==> src/rtl/sprite_tick_scheduler_pkg.sv <==
// Shared types and constants for the sprite tick scheduler.
package sprite_sched_pkg;

  localparam int PRESCALE_SYN = 249999;
  localparam int PRESCALE_SIM = 3;

  typedef enum logic [0:0] {
    IDLE  = 1'b0,
    OFFER = 1'b1
  } arb_state_t;

  function automatic int ch_width(input int n);
    return (n > 2) ? $clog2(n) : 1;
  endfunction

endpackage

==> src/rtl/sprite_tick_scheduler_if.sv <==
// Valid/ready update port between the scheduler and the sprite-position engine.
interface sprite_tick_scheduler_if #(
  parameter int CH_W = 2
) ();
  logic            upd_valid;
  logic [CH_W-1:0] upd_ch;
  logic            upd_ready;

  modport master (output upd_valid, output upd_ch, input upd_ready);
  modport slave  (input upd_valid, input upd_ch, output upd_ready);
endinterface

==> src/rtl/sprite_tick_scheduler_rr_pick.sv <==
// Combinational round-robin search: first set bit of pending at or after rr.
module sched_rr_pick #(
  parameter int NUM_CH = 4,
  parameter int CH_W   = 2
) (
  input  logic [NUM_CH-1:0] pending,
  input  logic [CH_W-1:0]   rr,
  output logic [CH_W-1:0]   idx,
  output logic              found
);

  logic [CH_W-1:0] cand_s;

  // Scan from farthest to nearest so the nearest pending channel wins.
  always_comb begin
    idx    = '0;
    found  = 1'b0;
    cand_s = '0;
    for (int k = NUM_CH - 1; k >= 0; k--) begin
      cand_s = CH_W'((int'(rr) + k) % NUM_CH);
      if (pending[cand_s]) begin
        idx   = cand_s;
        found = 1'b1;
      end else begin
        found = found;
      end
    end
  end

endmodule

==> src/rtl/sprite_tick_scheduler.sv <==
// Shared prescaler, per-channel tick dividers and a round-robin valid/ready
// arbiter that feeds due sprite updates to the position engine.
module sprite_tick_scheduler
  import sprite_sched_pkg::*;
#(
  parameter int NUM_CH   = 4,
  parameter int PRESCALE = PRESCALE_SYN,
  parameter int PERIOD_W = 8
) (
  input  logic                       clk,
  input  logic                       rst_n,
  input  logic                       enable,
  input  logic                       cfg_we,
  input  logic [$clog2(NUM_CH)-1:0]  cfg_ch,
  input  logic [PERIOD_W-1:0]        cfg_period,
  output logic                       base_tick,
  sprite_tick_scheduler_if.master    upd,
  output logic [NUM_CH-1:0]          overrun,
  input  logic                       ovr_clr
);

  localparam int CH_W = ch_width(NUM_CH);
  localparam int PC_W = (PRESCALE < 1) ? 1 : $clog2(PRESCALE + 1);

  logic [PC_W-1:0]     pcnt_r;
  logic                base_tick_r;
  logic [PERIOD_W-1:0] period_r [NUM_CH];
  logic [PERIOD_W-1:0] cnt_r    [NUM_CH];
  logic [NUM_CH-1:0]   pending_r;
  logic [NUM_CH-1:0]   overrun_r;
  logic [NUM_CH-1:0]   wr_hit_s, offer_s, hs_s, fire_s, ovr_set_s;
  arb_state_t          state_r, state_n;
  logic [CH_W-1:0]     upd_ch_r, upd_ch_n, rr_r, rr_n, pick_s;
  logic                found_s;

  // base_tick is registered, so it trails pcnt==PRESCALE by one cycle.
  always_ff @(posedge clk or negedge rst_n) begin
    if (!rst_n) begin
      pcnt_r      <= '0;
      base_tick_r <= 1'b0;
    end else if (!enable) begin
      pcnt_r      <= '0;
      base_tick_r <= 1'b0;
    end else if (pcnt_r == PC_W'(PRESCALE)) begin
      pcnt_r      <= '0;
      base_tick_r <= 1'b1;
    end else begin
      pcnt_r      <= pcnt_r + PC_W'(1);
      base_tick_r <= 1'b0;
    end
  end

  always_comb begin
    wr_hit_s  = '0;
    offer_s   = '0;
    hs_s      = '0;
    fire_s    = '0;
    ovr_set_s = '0;
    for (int i = 0; i < NUM_CH; i++) begin
      wr_hit_s[i]  = cfg_we && (cfg_ch == CH_W'(i));
      offer_s[i]   = (state_r == OFFER) && (upd_ch_r == CH_W'(i));
      hs_s[i]      = offer_s[i] && upd.upd_ready;
      fire_s[i]    = base_tick_r && (period_r[i] != '0) && (cnt_r[i] == '0) && !wr_hit_s[i];
      ovr_set_s[i] = fire_s[i] && pending_r[i] && !hs_s[i];
    end
  end

  // A same-cycle fire keeps pending set even while its previous tick is accepted.
  always_ff @(posedge clk or negedge rst_n) begin
    if (!rst_n) begin
      for (int i = 0; i < NUM_CH; i++) begin
        period_r[i] <= '0;
        cnt_r[i]    <= '0;
      end
      pending_r <= '0;
      overrun_r <= '0;
    end else begin
      for (int i = 0; i < NUM_CH; i++) begin
        if (wr_hit_s[i]) begin
          period_r[i] <= cfg_period;
          cnt_r[i]    <= (cfg_period == '0) ? '0 : cfg_period - PERIOD_W'(1);
        end else if (base_tick_r && (period_r[i] != '0)) begin
          cnt_r[i] <= (cnt_r[i] == '0) ? period_r[i] - PERIOD_W'(1) : cnt_r[i] - PERIOD_W'(1);
        end else begin
          cnt_r[i] <= cnt_r[i];
        end

        if (fire_s[i]) begin
          pending_r[i] <= 1'b1;
        end else if (wr_hit_s[i] && (cfg_period == '0) && !offer_s[i]) begin
          pending_r[i] <= 1'b0;
        end else if (hs_s[i]) begin
          pending_r[i] <= 1'b0;
        end else begin
          pending_r[i] <= pending_r[i];
        end

        if (ovr_set_s[i]) begin
          overrun_r[i] <= 1'b1;
        end else if (ovr_clr) begin
          overrun_r[i] <= 1'b0;
        end else begin
          overrun_r[i] <= overrun_r[i];
        end
      end
    end
  end

  sched_rr_pick #(.NUM_CH(NUM_CH), .CH_W(CH_W)) u_pick (
    .pending (pending_r),
    .rr      (rr_r),
    .idx     (pick_s),
    .found   (found_s)
  );

  always_ff @(posedge clk or negedge rst_n) begin
    if (!rst_n) begin
      state_r  <= IDLE;
      upd_ch_r <= '0;
      rr_r     <= '0;
    end else begin
      state_r  <= state_n;
      upd_ch_r <= upd_ch_n;
      rr_r     <= rr_n;
    end
  end

  always_comb begin
    state_n  = state_r;
    upd_ch_n = upd_ch_r;
    rr_n     = rr_r;
    case (state_r)
      IDLE: begin
        if (found_s) begin
          upd_ch_n = pick_s;
          state_n  = OFFER;
        end else begin
          state_n = IDLE;
        end
      end
      OFFER: begin
        if (upd.upd_ready) begin
          state_n = IDLE;
          rr_n    = (upd_ch_r == CH_W'(NUM_CH - 1)) ? '0 : upd_ch_r + CH_W'(1);
        end else begin
          state_n = OFFER;
        end
      end
      default: state_n = IDLE;
    endcase
  end

  assign base_tick     = base_tick_r;
  assign upd.upd_valid = (state_r == OFFER);
  assign upd.upd_ch    = upd_ch_r;
  assign overrun       = overrun_r;

endmodule

==> src/flat_wrapper.sv <==
// flat-port wrapper written by rule: the top's interface ports become plain ports
module sprite_tick_scheduler_flat import sprite_sched_pkg::*;
#(
  parameter int NUM_CH   = 4,
  parameter int PRESCALE = PRESCALE_SYN,
  parameter int PERIOD_W = 8
)
  (clk, rst_n, enable, cfg_we, cfg_ch, cfg_period, base_tick, overrun, ovr_clr, upd_upd_valid, upd_upd_ch, upd_upd_ready);
  sprite_tick_scheduler_if #(.CH_W(2)) upd_i ();
  input  logic clk;
  input  logic rst_n;
  input  logic enable;
  input  logic cfg_we;
  input  logic [$clog2(NUM_CH)-1:0] cfg_ch;
  input  logic [PERIOD_W-1:0] cfg_period;
  output logic base_tick;
  output logic [NUM_CH-1:0] overrun;
  input  logic ovr_clr;
  output wire logic [$bits(upd_i.upd_valid)-1:0] upd_upd_valid;
  output wire logic [$bits(upd_i.upd_ch)-1:0] upd_upd_ch;
  input wire logic [$bits(upd_i.upd_ready)-1:0] upd_upd_ready;
  assign upd_upd_valid = upd_i.upd_valid;
  assign upd_upd_ch = upd_i.upd_ch;
  assign upd_i.upd_ready = upd_upd_ready;
  sprite_tick_scheduler #(.NUM_CH(NUM_CH), .PRESCALE(PRESCALE), .PERIOD_W(PERIOD_W)) u_core (.clk(clk), .rst_n(rst_n), .enable(enable), .cfg_we(cfg_we), .cfg_ch(cfg_ch), .cfg_period(cfg_period), .base_tick(base_tick), .upd(upd_i), .overrun(overrun), .ovr_clr(ovr_clr));
endmodule
==> config.mk <==
export PLATFORM = sky130hd
export DESIGN_NAME = sprite_tick_scheduler_flat
export DESIGN_NICKNAME = d
export VERILOG_FILES = /design/src/rtl/sprite_tick_scheduler_pkg.sv /design/src/rtl/sprite_tick_scheduler_if.sv /design/src/rtl/sprite_tick_scheduler_rr_pick.sv /design/src/rtl/sprite_tick_scheduler.sv /design/src/flat_wrapper.sv
export SDC_FILE = /design/constraint.sdc
export NUM_CORES = 1
export LEC_CHECK = 0
export BUFFER_PORTS_ARGS = -buffer_cell sky130_fd_sc_hd__buf_2
export CAP_MARGIN = 10
export CORE_MARGIN = 3
export CORE_UTILIZATION = 58
export CTS_CLUSTER_DIAMETER = 120
export DETAILED_ROUTE_END_ITERATION = 16
export PLACE_DENSITY = 0.76
export SLEW_MARGIN = 40
export SYNTH_ARGS = -nofsm -noshare
export SYNTH_HDL_FRONTEND = slang
export SYNTH_SLANG_ARGS = --single-unit
==> constraint.sdc <==
create_clock -name clk -period 5.11 [get_ports clk]
set_input_delay 1.2775 -clock clk [delete_from_list [all_inputs] [get_ports clk]]
set_output_delay 1.2775 -clock clk [all_outputs]
set_load 0.05 [all_outputs]
==> impl_metrics.env <==
export IMPL_status="completed"
export IMPL_crit_cells=9
export IMPL_grt_use_met1=0.392
export IMPL_fin_crit_sh=0.581
export IMPL_fmax_mhz=337
export IMPL_start_util=0.597
export IMPL_io_pins=24
export IMPL_finalHoldViolCount=0
export IMPL_n_fill_cell=818
export IMPL_critical_path_max_stage_delay_ns=0.62
export IMPL_hp_class="flop to flop"
export IMPL_antenna_found_initial=0
export IMPL_routed_wl_mm=14.2
export IMPL_avgSynthCellArea_sq_um=8.64
export IMPL_path_max_fanout=12
export IMPL_std_cell_rows=35
export IMPL_synthTopCellsByArea="dfrtp_1 (43%), nand2_1 (7.5%), nor2_1 (4.1%), a21oi_1 (3.3%), o21ai_0 (3.0%)"
export IMPL_total_power_mw=1.85
export IMPL_yosysSeqAreaShare=0.433
export IMPL_final_area_sq_um=5920
export IMPL_cap_violations=0
export IMPL_htree_levels=3
export IMPL_cts_root_buffer="clkbuf_8"
export IMPL_worstReg2RegEnd="u_core.cnt_r[22]"
export IMPL_final_max_slew_viol_count=0
export IMPL_peakVddDrop_mv=0.142
export IMPL_grt_pass1_wl_mm=23.9
export IMPL_clk_pin_slew_ns=0.11
export IMPL_ctsHoldBuffers=0
export IMPL_crit_type="flop to flop"
export IMPL_r2r_start="u_core.cnt_r[17]"
export IMPL_ys_ff_latch=96
export IMPL_clk_path_buf_depth=2
export IMPL_synth_cell_types=64
export IMPL_cts_buffers=9
export IMPL_post_synth_top_area_fraction=0.433
export IMPL_nets=674
export IMPL_grt_pass1_vias=4689
export IMPL_endpoint="u_core.cnt_r[22]"
export IMPL_grt_busiest_layer="met2"
export IMPL_leakage_nw=2.50
export IMPL_dieArea_sq_um=10800
export IMPL_startpoint="u_core.cnt_r[17]"
export IMPL_coreArea_sq_um=9280
export IMPL_tightest_slew_ns=0.818
export IMPL_track_usage=0.272
export IMPL_grt_remaining_overflow=0
export IMPL_start_kind="flop"
export IMPL_syn_to_final_growth_pct=6.79
export IMPL_remaining_drc_errors=0
export IMPL_required_ns=5.35
export IMPL_post_cts_buffers=0
export IMPL_met2_usage=0.429
export IMPL_worstSkewPairLatency_ns=0.37
export IMPL_pre_cts_ws_ns=1.88
export IMPL_synth_edff_count=0
export IMPL_period_minus_slack_ns=2.97
export IMPL_syn_cell_area_sq_um=5540
export IMPL_cp_end_kind="flop"
export IMPL_numPortBuffers=23
export IMPL_crit_path_cell_trace="or4_1 > nor2_1 > a21oi_1 > ha_1 > nor3b_1 > nand2_1 > a211oi_1 > o211ai_1 > o211ai_1"
export IMPL_ys_flop_type="dfrtp_1"
export IMPL_drt_iter0_markers=319
export IMPL_die_h_um=104
export IMPL_setup_ws_ns=2.14
export IMPL_path_buf_inv=0
export IMPL_post_synth_top_count_cell="nand2_1"
export IMPL_cts_tree="yes"
export IMPL_cpMostUsedCell="o211ai_1"
export IMPL_routedWlPerCell_um=18.2
export IMPL_syn_inst=642
export IMPL_final_util=0.638
export IMPL_gp_congestion=0.930
export IMPL_cts_resized=0
export IMPL_yosys_top_cells_count="nand2_1 (111), dfrtp_1 (96), nor2_1 (60)"
export IMPL_vias=4861
export IMPL_rsz0062_at_grt="false"
export IMPL_synth_fp_nets=669
export IMPL_via_per_inst=6.22
export IMPL_drive_gt1_frac=0.0997
export IMPL_finalSetupTns_ns=0
export IMPL_yosys_area_top_type="dfrtp_1"
export IMPL_crit_family="simple AND/OR/NAND/NOR gates"
export IMPL_dpl_cell_area_sq_um=5710
export IMPL_p_per_area_nw_per_um2=312
export IMPL_synthArstFlopShare=1.00
export IMPL_postRouteAntennaNets=0
export IMPL_dr_pass1_iters=5
export IMPL_cp_slowest_cell="or4_1"
export IMPL_grt_max_degree=58
export IMPL_clock_sinks=96
export IMPL_fp_dieW_um=104
export IMPL_grt_util_met3=0.0312
export IMPL_cp_arrival_ns=3.21
export IMPL_r2r_slack_ns=2.14
export IMPL_yosysWarnings=0
export IMPL_fin_skew_ns=0.0202
export IMPL_hpwl_mm=10.0
export IMPL_relSlewSlack=0.439
export IMPL_finalSetupViolCount=0
export IMPL_r2r_cells=9
export IMPL_n_antenna_cell=0
==> report_power, final <==
part / switching [mW] / total [mW] / internal, mW
sequential: 0.129 / 0.979 / 0.850
clock: 0.305 / 0.497 / 0.192
combinational: 0.228 / 0.373 / 0.145
total: 0.662 / 1.85 / 1.19
==> routing by layer <==
| layer | vias up | share of wire |
|---|---|---|
| met5 | - | 0 |
| met1 | 2335 | 0.46 |
| met3 | 25 | 0.056 |
| li1 | 2335 | - |
| met4 | 0 | 0.023 |
| met2 | 166 | 0.46 |
==> stage by stage <==
| step | hold WS [ns] | cells |
|---|---|---|
| after floorplan | 0.454 | 642 |
| after global placement | 0.476 | 764 |
| after detailed placement | 0.483 | 764 |
| after CTS | 0.497 | 780 |
| after global routing | 0.544 | 781 |
| final | 0.502 | 781 |
==> flip-flops by register name (all words and copies together), names as in the netlist <==
signal and cells:
u_core.upd.upd_valid 1, u_core.pending_r 4, u_core.rr_r 2, u_core.period_r 32, u_core.pcnt_r 18, u_core.cnt_r 32
u_core.upd.upd_ch 2, u_core.base_tick 1, u_core.overrun 4
==> worst min path at each step <==
stage / start / endpoint / slack [ns] / cells past startpoint
final: u_core.pcnt_r[0] / u_core.pcnt_r[0] / 0.50 / 1
after global routing: u_core.period_r[23] / u_core.period_r[23] / 0.54 / 2
after CTS: u_core.pcnt_r[0] / u_core.pcnt_r[0] / 0.50 / 1
after detailed placement: u_core.pcnt_r[0] / u_core.pcnt_r[0] / 0.48 / 1
after global placement: u_core.pcnt_r[0] / u_core.pcnt_r[0] / 0.48 / 1
after floorplan: u_core.pcnt_r[0] / u_core.pcnt_r[0] / 0.45 / 1
==> logic make-up (layout without fill, tap and decap cells) <==
family / after synthesis / after routing / synth area share
mux: 15 / 15 / 0.0282
buf+inv: 56 / 66 / 0.0402
compound gates: 165 / 165 / 0.198
xor+xnor: 20 / 20 / 0.0316
flops: 96 / 96 / 0.433
fa+ha+maj: 11 / 11 / 0.0248
simple gates: 279 / 279 / 0.244
==> cell type report <==
| cell class | instances | area (sq um) | share of cell area |
|---|---|---|---|
| inverter | 24 | 90.1 | 0.0152 |
| clock buffer | 9 | 124 | 0.0209 |
| timing repair buffer | 26 | 144 | 0.0243 |
| sequential | 96 | 2400 | 0.406 |
| clock inverter | 7 | 71.3 | 0.0120 |
| tap | 129 | 161 | 0.0273 |
| multi-input combinational | 490 | 2930 | 0.495 |
==> placed cells by master (no fill, tap or decap), drive strengths merged, types with 5 or more instances in the layout <==
master,n
o22ai,8
a211oi,10
dfrtp,96
buf,26
nor4,11
o31ai,5
a21o,5
mux2,5
o32ai,6
o211ai,7
nor3,19
nand3,25
xnor2,8
nand4,8
a21oi,37
xor2,12
nor2,60
mux2i,10
or4,14
ha,11
clkbuf,9
o21ai,40
a31oi,10
inv,28
nand2,111
Note: power is estimated with default switching activity, not from simulation.
